File: config.mk
export PLATFORM = sky130hd
export DESIGN_NAME = reg_bank_reader
export DESIGN_NICKNAME = d
export VERILOG_FILES = /design/src/rtl/reg_bank_reader_pkg.sv /design/src/rtl/reg_bank_reader_ctr.sv /design/src/rtl/reg_bank_reader.sv
export SDC_FILE = /design/constraint.sdc
export NUM_CORES = 1
export LEC_CHECK = 0
export BUFFER_PORTS_ARGS = -buffer_cell sky130_fd_sc_hd__buf_4
export CAP_MARGIN = 20
export CELL_PAD_IN_SITES_DETAIL_PLACEMENT = 1
export CELL_PAD_IN_SITES_GLOBAL_PLACEMENT = 1
export CORE_ASPECT_RATIO = 0.7
export CORE_MARGIN = 8
export CORE_UTILIZATION = 40
export CTS_CLUSTER_SIZE = 12
export DETAILED_ROUTE_END_ITERATION = 16
export PLACE_DENSITY = 0.86
export SLEW_MARGIN = 20
export SYNTH_ARGS = -nofsm -noshare
export SYNTH_HDL_FRONTEND = slang
export SYNTH_HIERARCHICAL = 1
export SYNTH_SLANG_ARGS = --single-unit
File: constraint.sdc
create_clock -name i_clk -period 2.9 [get_ports i_clk]
set_input_delay 0.145 -clock i_clk [delete_from_list [all_inputs] [get_ports i_clk]]
set_output_delay 0.145 -clock i_clk [all_outputs]
set_load 0.05 [all_outputs]
File: src/rtl/reg_bank_reader_pkg.sv
// Shared definitions for the register-bank readback sequencer: default widths and FSM encodings.
package reg_bank_reader_pkg;

    localparam int unsigned RBR_DATA_WIDTH = 32;
    localparam int unsigned RBR_ADDR_WIDTH = 5;

    typedef enum logic [2:0] {
        RBR_IDLE    = 3'd0,
        RBR_ISSUE   = 3'd1,
        RBR_WAIT    = 3'd2,
        RBR_PRESENT = 3'd3,
        RBR_FIN     = 3'd4
    } rbr_state_e;

endpackage

File: src/rtl/reg_bank_reader_ctr.sv
// Address and remaining-word counters for reg_bank_reader; address wraps modulo 2**ADDR_WIDTH.
module reg_bank_reader_ctr
    import reg_bank_reader_pkg::*;
#(
    parameter int unsigned ADDR_WIDTH = RBR_ADDR_WIDTH
) (
    input  logic                  i_clk,
    input  logic                  i_rst,
    input  logic                  i_load,
    input  logic                  i_step,
    input  logic [ADDR_WIDTH-1:0] i_base_addr,
    input  logic [ADDR_WIDTH:0]   i_num,
    output logic [ADDR_WIDTH-1:0] o_cur_addr,
    output logic                  o_last_c
);

    localparam int unsigned CNT_WIDTH = ADDR_WIDTH + 1;

    logic [ADDR_WIDTH-1:0] r_addr;
    logic [CNT_WIDTH-1:0]  r_remain;

    always_ff @(posedge i_clk or posedge i_rst) begin
        if (i_rst) begin
            r_addr   <= '0;
            r_remain <= '0;
        end else if (i_load) begin
            r_addr   <= i_base_addr;
            r_remain <= i_num;
        end else if (i_step) begin
            r_addr   <= r_addr + ADDR_WIDTH'(1);
            r_remain <= r_remain - CNT_WIDTH'(1);
        end
    end

    assign o_cur_addr = r_addr;
    assign o_last_c   = (r_remain == CNT_WIDTH'(1));

endmodule

File: src/rtl/reg_bank_reader.sv
// Register-bank readback sequencer: reads NUM words from BASE_ADDR and presents {addr,data} on valid/ready.
// Optional READBACK_PARITY_EN adds o_out_parity (even parity of o_out_data).
module reg_bank_reader
    import reg_bank_reader_pkg::*;
#(
    parameter int unsigned DATA_WIDTH = RBR_DATA_WIDTH,
    parameter int unsigned ADDR_WIDTH = RBR_ADDR_WIDTH
) (
    input  logic                  i_clk,
    input  logic                  i_rst,
    input  logic                  i_start,
    input  logic [ADDR_WIDTH-1:0] i_base_addr,
    input  logic [ADDR_WIDTH:0]   i_num,
    output logic                  o_rf_read,
    output logic [ADDR_WIDTH-1:0] o_rf_addr,
    input  logic [DATA_WIDTH-1:0] i_rf_data,
    output logic                  o_out_valid,
    input  logic                  i_out_ready,
    output logic [DATA_WIDTH-1:0] o_out_data,
    output logic [ADDR_WIDTH-1:0] o_out_addr,
    output logic                  o_busy,
    output logic                  o_done
`ifdef READBACK_PARITY_EN
    ,
    output logic                  o_out_parity
`endif
);

    rbr_state_e            r_state;
    rbr_state_e            w_state_nxt;
    logic                  w_load;
    logic                  w_step;
    logic                  w_last;
    logic [ADDR_WIDTH-1:0] w_cur_addr;

    logic                  r_rf_read;
    logic                  r_out_valid;
    logic                  r_busy;
    logic                  r_done;
    logic [DATA_WIDTH-1:0] r_out_data;
    logic [ADDR_WIDTH-1:0] r_out_addr;

    reg_bank_reader_ctr #(
        .ADDR_WIDTH (ADDR_WIDTH)
    ) u_ctr (
        .i_clk       (i_clk),
        .i_rst       (i_rst),
        .i_load      (w_load),
        .i_step      (w_step),
        .i_base_addr (i_base_addr),
        .i_num       (i_num),
        .o_cur_addr  (w_cur_addr),
        .o_last_c    (w_last)
    );

    always_ff @(posedge i_clk or posedge i_rst) begin
        if (i_rst) begin
            r_state <= RBR_IDLE;
        end else begin
            r_state <= w_state_nxt;
        end
    end

    always_comb begin
        w_state_nxt = r_state;
        w_load      = 1'b0;
        w_step      = 1'b0;
        unique case (r_state)
            RBR_IDLE: begin
                if (i_start) begin
                    w_load      = 1'b1;
                    w_state_nxt = (i_num == '0) ? RBR_FIN : RBR_ISSUE;
                end
            end
            RBR_ISSUE:   w_state_nxt = RBR_WAIT;
            RBR_WAIT:    w_state_nxt = RBR_PRESENT;
            RBR_PRESENT: begin
                if (i_out_ready) begin
                    w_step      = 1'b1;
                    w_state_nxt = w_last ? RBR_FIN : RBR_ISSUE;
                end
            end
            RBR_FIN:     w_state_nxt = RBR_IDLE;
            default:     w_state_nxt = RBR_IDLE;
        endcase
    end

    // Status strobes are registered decodes of the next state so they line up with r_state.
    always_ff @(posedge i_clk or posedge i_rst) begin
        if (i_rst) begin
            r_rf_read   <= 1'b0;
            r_out_valid <= 1'b0;
            r_busy      <= 1'b0;
            r_done      <= 1'b0;
        end else begin
            r_rf_read   <= (w_state_nxt == RBR_ISSUE);
            r_out_valid <= (w_state_nxt == RBR_PRESENT);
            r_busy      <= (w_state_nxt != RBR_IDLE);
            r_done      <= (w_state_nxt == RBR_FIN);
        end
    end

    always_ff @(posedge i_clk or posedge i_rst) begin
        if (i_rst) begin
            r_out_data <= '0;
            r_out_addr <= '0;
        end else if (r_state == RBR_WAIT) begin
            r_out_data <= i_rf_data;
            r_out_addr <= w_cur_addr;
        end
    end

`ifdef READBACK_PARITY_EN
    logic r_out_parity;

    always_ff @(posedge i_clk or posedge i_rst) begin
        if (i_rst) begin
            r_out_parity <= 1'b0;
        end else if (r_state == RBR_WAIT) begin
            r_out_parity <= ^i_rf_data;
        end
    end

    assign o_out_parity = r_out_parity;
`endif

    assign o_rf_read   = r_rf_read;
    assign o_rf_addr   = w_cur_addr;
    assign o_out_valid = r_out_valid;
    assign o_out_data  = r_out_data;
    assign o_out_addr  = r_out_addr;
    assign o_busy      = r_busy;
    assign o_done      = r_done;

endmodule

## After elaboration in Yosys (flattened, before gate mapping)

Cells that the tools add are included.
Widths: inputs -> output; s select.

- Register bits: 55
- Bits of input ports: 47
- Output and inout port bits: 46

- Add/subtract/negate cells: 2
- Equal/unequal tests: 7
- Mux-type cells: 13
- Reductions and logical operators: 4

Operator list:

| kind | count |
|---|---|
| $mux 3 | 4 |
| $mux 6 | 2 |
| $pmux 3 s4 | 1 |
| $mux 5 | 2 |
| $eq 3x2->1 const B | 3 |
| $eq 3x1->1 const B | 2 |
| $eq 6x1->1 const B | 1 |
| $logic_not 6->1 | 1 |
| $sub 6x1->6 const B | 1 |
| $add 5x1->5 const B | 1 |
| $mux 1 | 4 |
| $eq 3x3->1 const B | 1 |
| $logic_not 3->1 | 1 |
| $reduce_bool 3->1 | 1 |
| $reduce_bool 2->1 | 1 |

## Longest topological paths before layout

- Depth in word-level cells: 5
- Depth in mapped cells: 7

## Cells and area by module

Netlist, hierarchy kept.

Modules (own cells, without submodules):

| module | times used | cells an instance | area each (um^2) |
|---|---|---|---|
| reg_bank_reader | 1 | 105 | 1674.1 |
| reg_bank_reader_ctr | 1 | 63 | 623.1 |

## Least setup slack after synthesis

OpenSTA, ideal clock, no wires.

- Path kind: reg2reg
- Start: register r_state[0]
- End: register r_done (netlist: o_done)
- Arrival: 1522 ps
- Data required time: 2822 ps
- Setup slack: 1300 ps
- Cell stages (with the launch flop): 5
- Path buffers: 1
- Clock period less this slack: 1600 ps
- Cell sequence: dfrtp_1 buf_4 nor4b_2 or4b_1 a21oi_1

- Longest elaborated chain between the ends: 3

RTL lines:

| item | RTL line | RTL |
|---|---|---|
| from (decl) | reg_bank_reader.sv:29 | `rbr_state_e r_state;` |
| from (signal assigned) | reg_bank_reader.sv:60 | `r_state <= w_state_nxt;` |
| $eq 3x2->1, or another cell as far along | reg_bank_reader.sv:68 | `unique case (r_state)` |
| $pmux 3 s4 * | reg_bank_reader.sv:68 |  |
| $eq 3x3->1 * | reg_bank_reader.sv:99 | `r_done <= (w_state_nxt == RBR_FIN);` |
| to (signal assigned) | reg_bank_reader.sv:99 |  |
| to (decl) | reg_bank_reader.sv:39 | `logic r_done;` |

Mark *: on every way between the ends. The rest lies on a longest branch, timed or not.
A chain may end at the register's enable or synchronous reset.

## Worst setup path after layout

- Start: register r_state[2]
- End: register r_out_data[0] (netlist: o_out_data[0])

- Longest elaborated chain between the ends: 1

RTL lines:

| item | RTL line | RTL |
|---|---|---|
| $eq 3x2->1 | reg_bank_reader.sv:107 | `end else if (r_state == RBR_WAIT) begin` |
| to (signal assigned) | reg_bank_reader.sv:108 | `r_out_data <= i_rf_data;` |
| to (decl) | reg_bank_reader.sv:40 | `logic [DATA_WIDTH-1:0] r_out_data;` |

Every way passes these cells.

==> metrics <==
initial cell density of the core 0.4073; Design Area, Final 3187 um2; post-DP HPWL 4.871 mm; TritonCTS buffer count 5; Peak Freq 520.6 MHz; Post-CTS Setup Bufs 0; mux contribution to synthesized area 0.1950; grt total ovfl 0; Int Pwr 2318 uW; skew final 0.003823 ns; top post-synthesis cells by area dfrtp_1 (60%), mux2_2 (15%), mux2_1 (3.4%), nand2_1 (2.5%), xnor2_1 (1.9%); Syn Nets 218; Pleak 0.001464 uW; Register-to-Register Setup Slack 0.98 ns; CP max FO 19; HP Class primary input to flop; # diodes 0; post-route ant nets 0; vias in the first global route 1,717; Synth Register Bits 55; Worst Setup SP r_state[2]; Cells after Synth 168; Synth Area in Adders 0.01634; worst skew pair latency 0.29 ns; Clock power frac 0.107; Reg power frac 0.318; total track usage 0.1475; first-pass GRT wire length 9.777 mm; layout cell share with drive strength beyond 1 0.5321; Sw Share 0.4842; Avg Synthesized Cell Area 13.67 um2; Reg clk slew, reported paths 0.09 ns; clk buf depth 2; Vias 1,661; Slew headroom 0.3834; Yosys top cell by area dfrtp_1; compound-cell area share of the yosys netlist 0.04684; Max Slew Vio Count 0; P_sw 2176 uW; core box area 5640 um2; DR vias/cell 4.885; Routed Wire Length 6.202 mm; Slew @ Worst Pin 0.9235 ns; largest net degree at the start of global routing 45; Post-Synth XOR/XNOR Area 0.03050; Arr. time, crit path 2.10 ns; minimum clock period 1.921 ns; total power 4494 uW; Die ar. 8463 um2; Routed WL per cell 18.24 um; Rows 23; area grow syn2layout 38.73%; CTS sink cnt 55; Max-Cap Viols 0; drt drc 0; most frequent cells in the layout buf_4 (96), dfrtp_1 (55), mux2_2 (31); number of antenna violations at the first check in global routing 0; CTS tree yes; combinational power share 0.574; final setup vio count 0; final hold vios 0; gpl congestion 0.7554; Root Buffer clkbuf_8; final worst-path cycle share 0.6624; largest family of logic cells by synthesized area multiplexers; commonest non-fill, non-tap cell in the layout buf_4; Util after Layout 0.5650; H-Tree Depth 2; 1st-iter DRT viols 51; CP Launch Type flop; area post-placement 3074 um2; CP Class flop to flop; # IOs 93; Seq/Total Area, Yosys 0.5991; die height 79.41 um; Worst Path Required 3.08 ns; Peak supply drop 0.0008448 V; setup TNS 0 ns; post-synthesis cell area 2297 um2; Die X 106.6 um; Synth top area share 0.5991; post-synthesis cell type count 34; port bufs 92; Synth Area in Simple Gates 0.08932; reg2reg start r_state[2]; Layout Nets 315; worst hold start i_rf_data[26]; status completed; Yosys warnings 6; Worst setup EP type flop; Pwr Density 1410 nW/um2; TritonRoute pass-1 iters 4; unrepaired setup endpoints after global routing false
-- worst paths after layout --
check | to | cells past startpoint
worst max register to register | o_out_data[0] | 4
worst min-delay path | o_out_data[26] | 2
worst max-delay path | o_out_data[0] | 4
min in group asynchronous | u_ctr/r_remain[4] | 3
max in group asynchronous | o_out_addr[2] | 3
worst min register to register | o_out_addr[2] | 1
-- worst max-delay path, stage by stage, from the launching register on --
cell      delay [ns]
dfrtp_1         0.45
nand2b_1        0.24
nor2_4          0.47
buf_4           0.29
mux2_2          0.35
-- timing repair --
action                    CTS  global route
hold buffers                1             0
hold endpoints to repair   11             0
resized for setup           0             0
-- kinds of logic (layout without fill, tap and decap cells) --
logic type | count (synthesis) | count (layout)
flip-flops | 55 | 55
multiplexers | 40 | 40
AND/OR/NAND/NOR | 32 | 32
AO/OA/AOI/OAI | 19 | 19
buffers and inverters | 11 | 108
XOR/XNOR | 8 | 8
adder cells (fa/ha/maj) | 3 | 3
-- cells in the mapped netlist --
master and number:
xnor2_1 5, clkbuf_1 2, a31oi_1 1, or2_2 1, a31o_2 1, inv_1 4
nor4b_1 1, or4b_1 1, a22oi_1 1, buf_4 2, and4bb_2 1, o31ai_1 1
nor4_1 1, o21ai_1 2, dfrtp_1 55, o21ai_0 8, mux2i_1 2, nor2b_1 1
or4_4 1, nand2_1 15, nor4b_2 1, mux2_1 7, nor2_4 1, o21bai_1 1
a21oi_1 4, nor2_1 2, mux2_2 31, buf_2 3, nor4b_4 1, nand2b_1 1
ha_1 3, xor2_1 3, nand4_1 3, nor3_1 1
-- flip-flops by register name, summed over array words and instances, names as in the netlist --
register	flops
o_out_data	32
u_ctr/r_remain	6
o_out_addr	5
u_ctr/o_cur_addr	5
r_state	3
o_busy	1
o_done	1
o_out_valid	1
o_rf_read	1
-- power groups by stage --
stage	combinational [uW]	clock, uW	sequential (uW)
after floorplan	740	0	2480
after global placement	2540	0	1420
after detailed placement	2610	0	1450
after CTS	2610	499	1440
after global routing	2720	534	1490
final	2580	483	1430
-- stage by stage --
stage | worst slack [ns] | cells | hold WS [ns]
4_1_cts | 0.9556 | 340 | 0.05511
5_1_grt | 0.8646 | 340 | 0.05376
3_5_place_dp | 0.9662 | 332 | 0.2012
2_1_floorplan | 1.300 | 168 | -0.002562
6_report | 0.9790 | 340 | 0.06610
3_3_place_gp | 1.031 | 332 | 0.1852
-- per-layer routing --
layer  vias up  track usage  part of all wire
met5         -            0                 0
met3         2      0.05726             0.079
met2        58       0.2327              0.47
li1        783            -                 -
met1       818       0.1905              0.44
met4         0      0.02517            0.0037
-- cell type report --
cell class	count	area (um2)
Multi-Input combinational cell	102	868.3
Timing Repair Buffer	97	730.7
Inverter	4	15.01
Clock buffer	6	72.57
Tap cell	75	93.84
Fill cell	609	2454
Clock inverter	1	30.03
Sequential cell	55	1376
(Power assumes the default switching activity.)
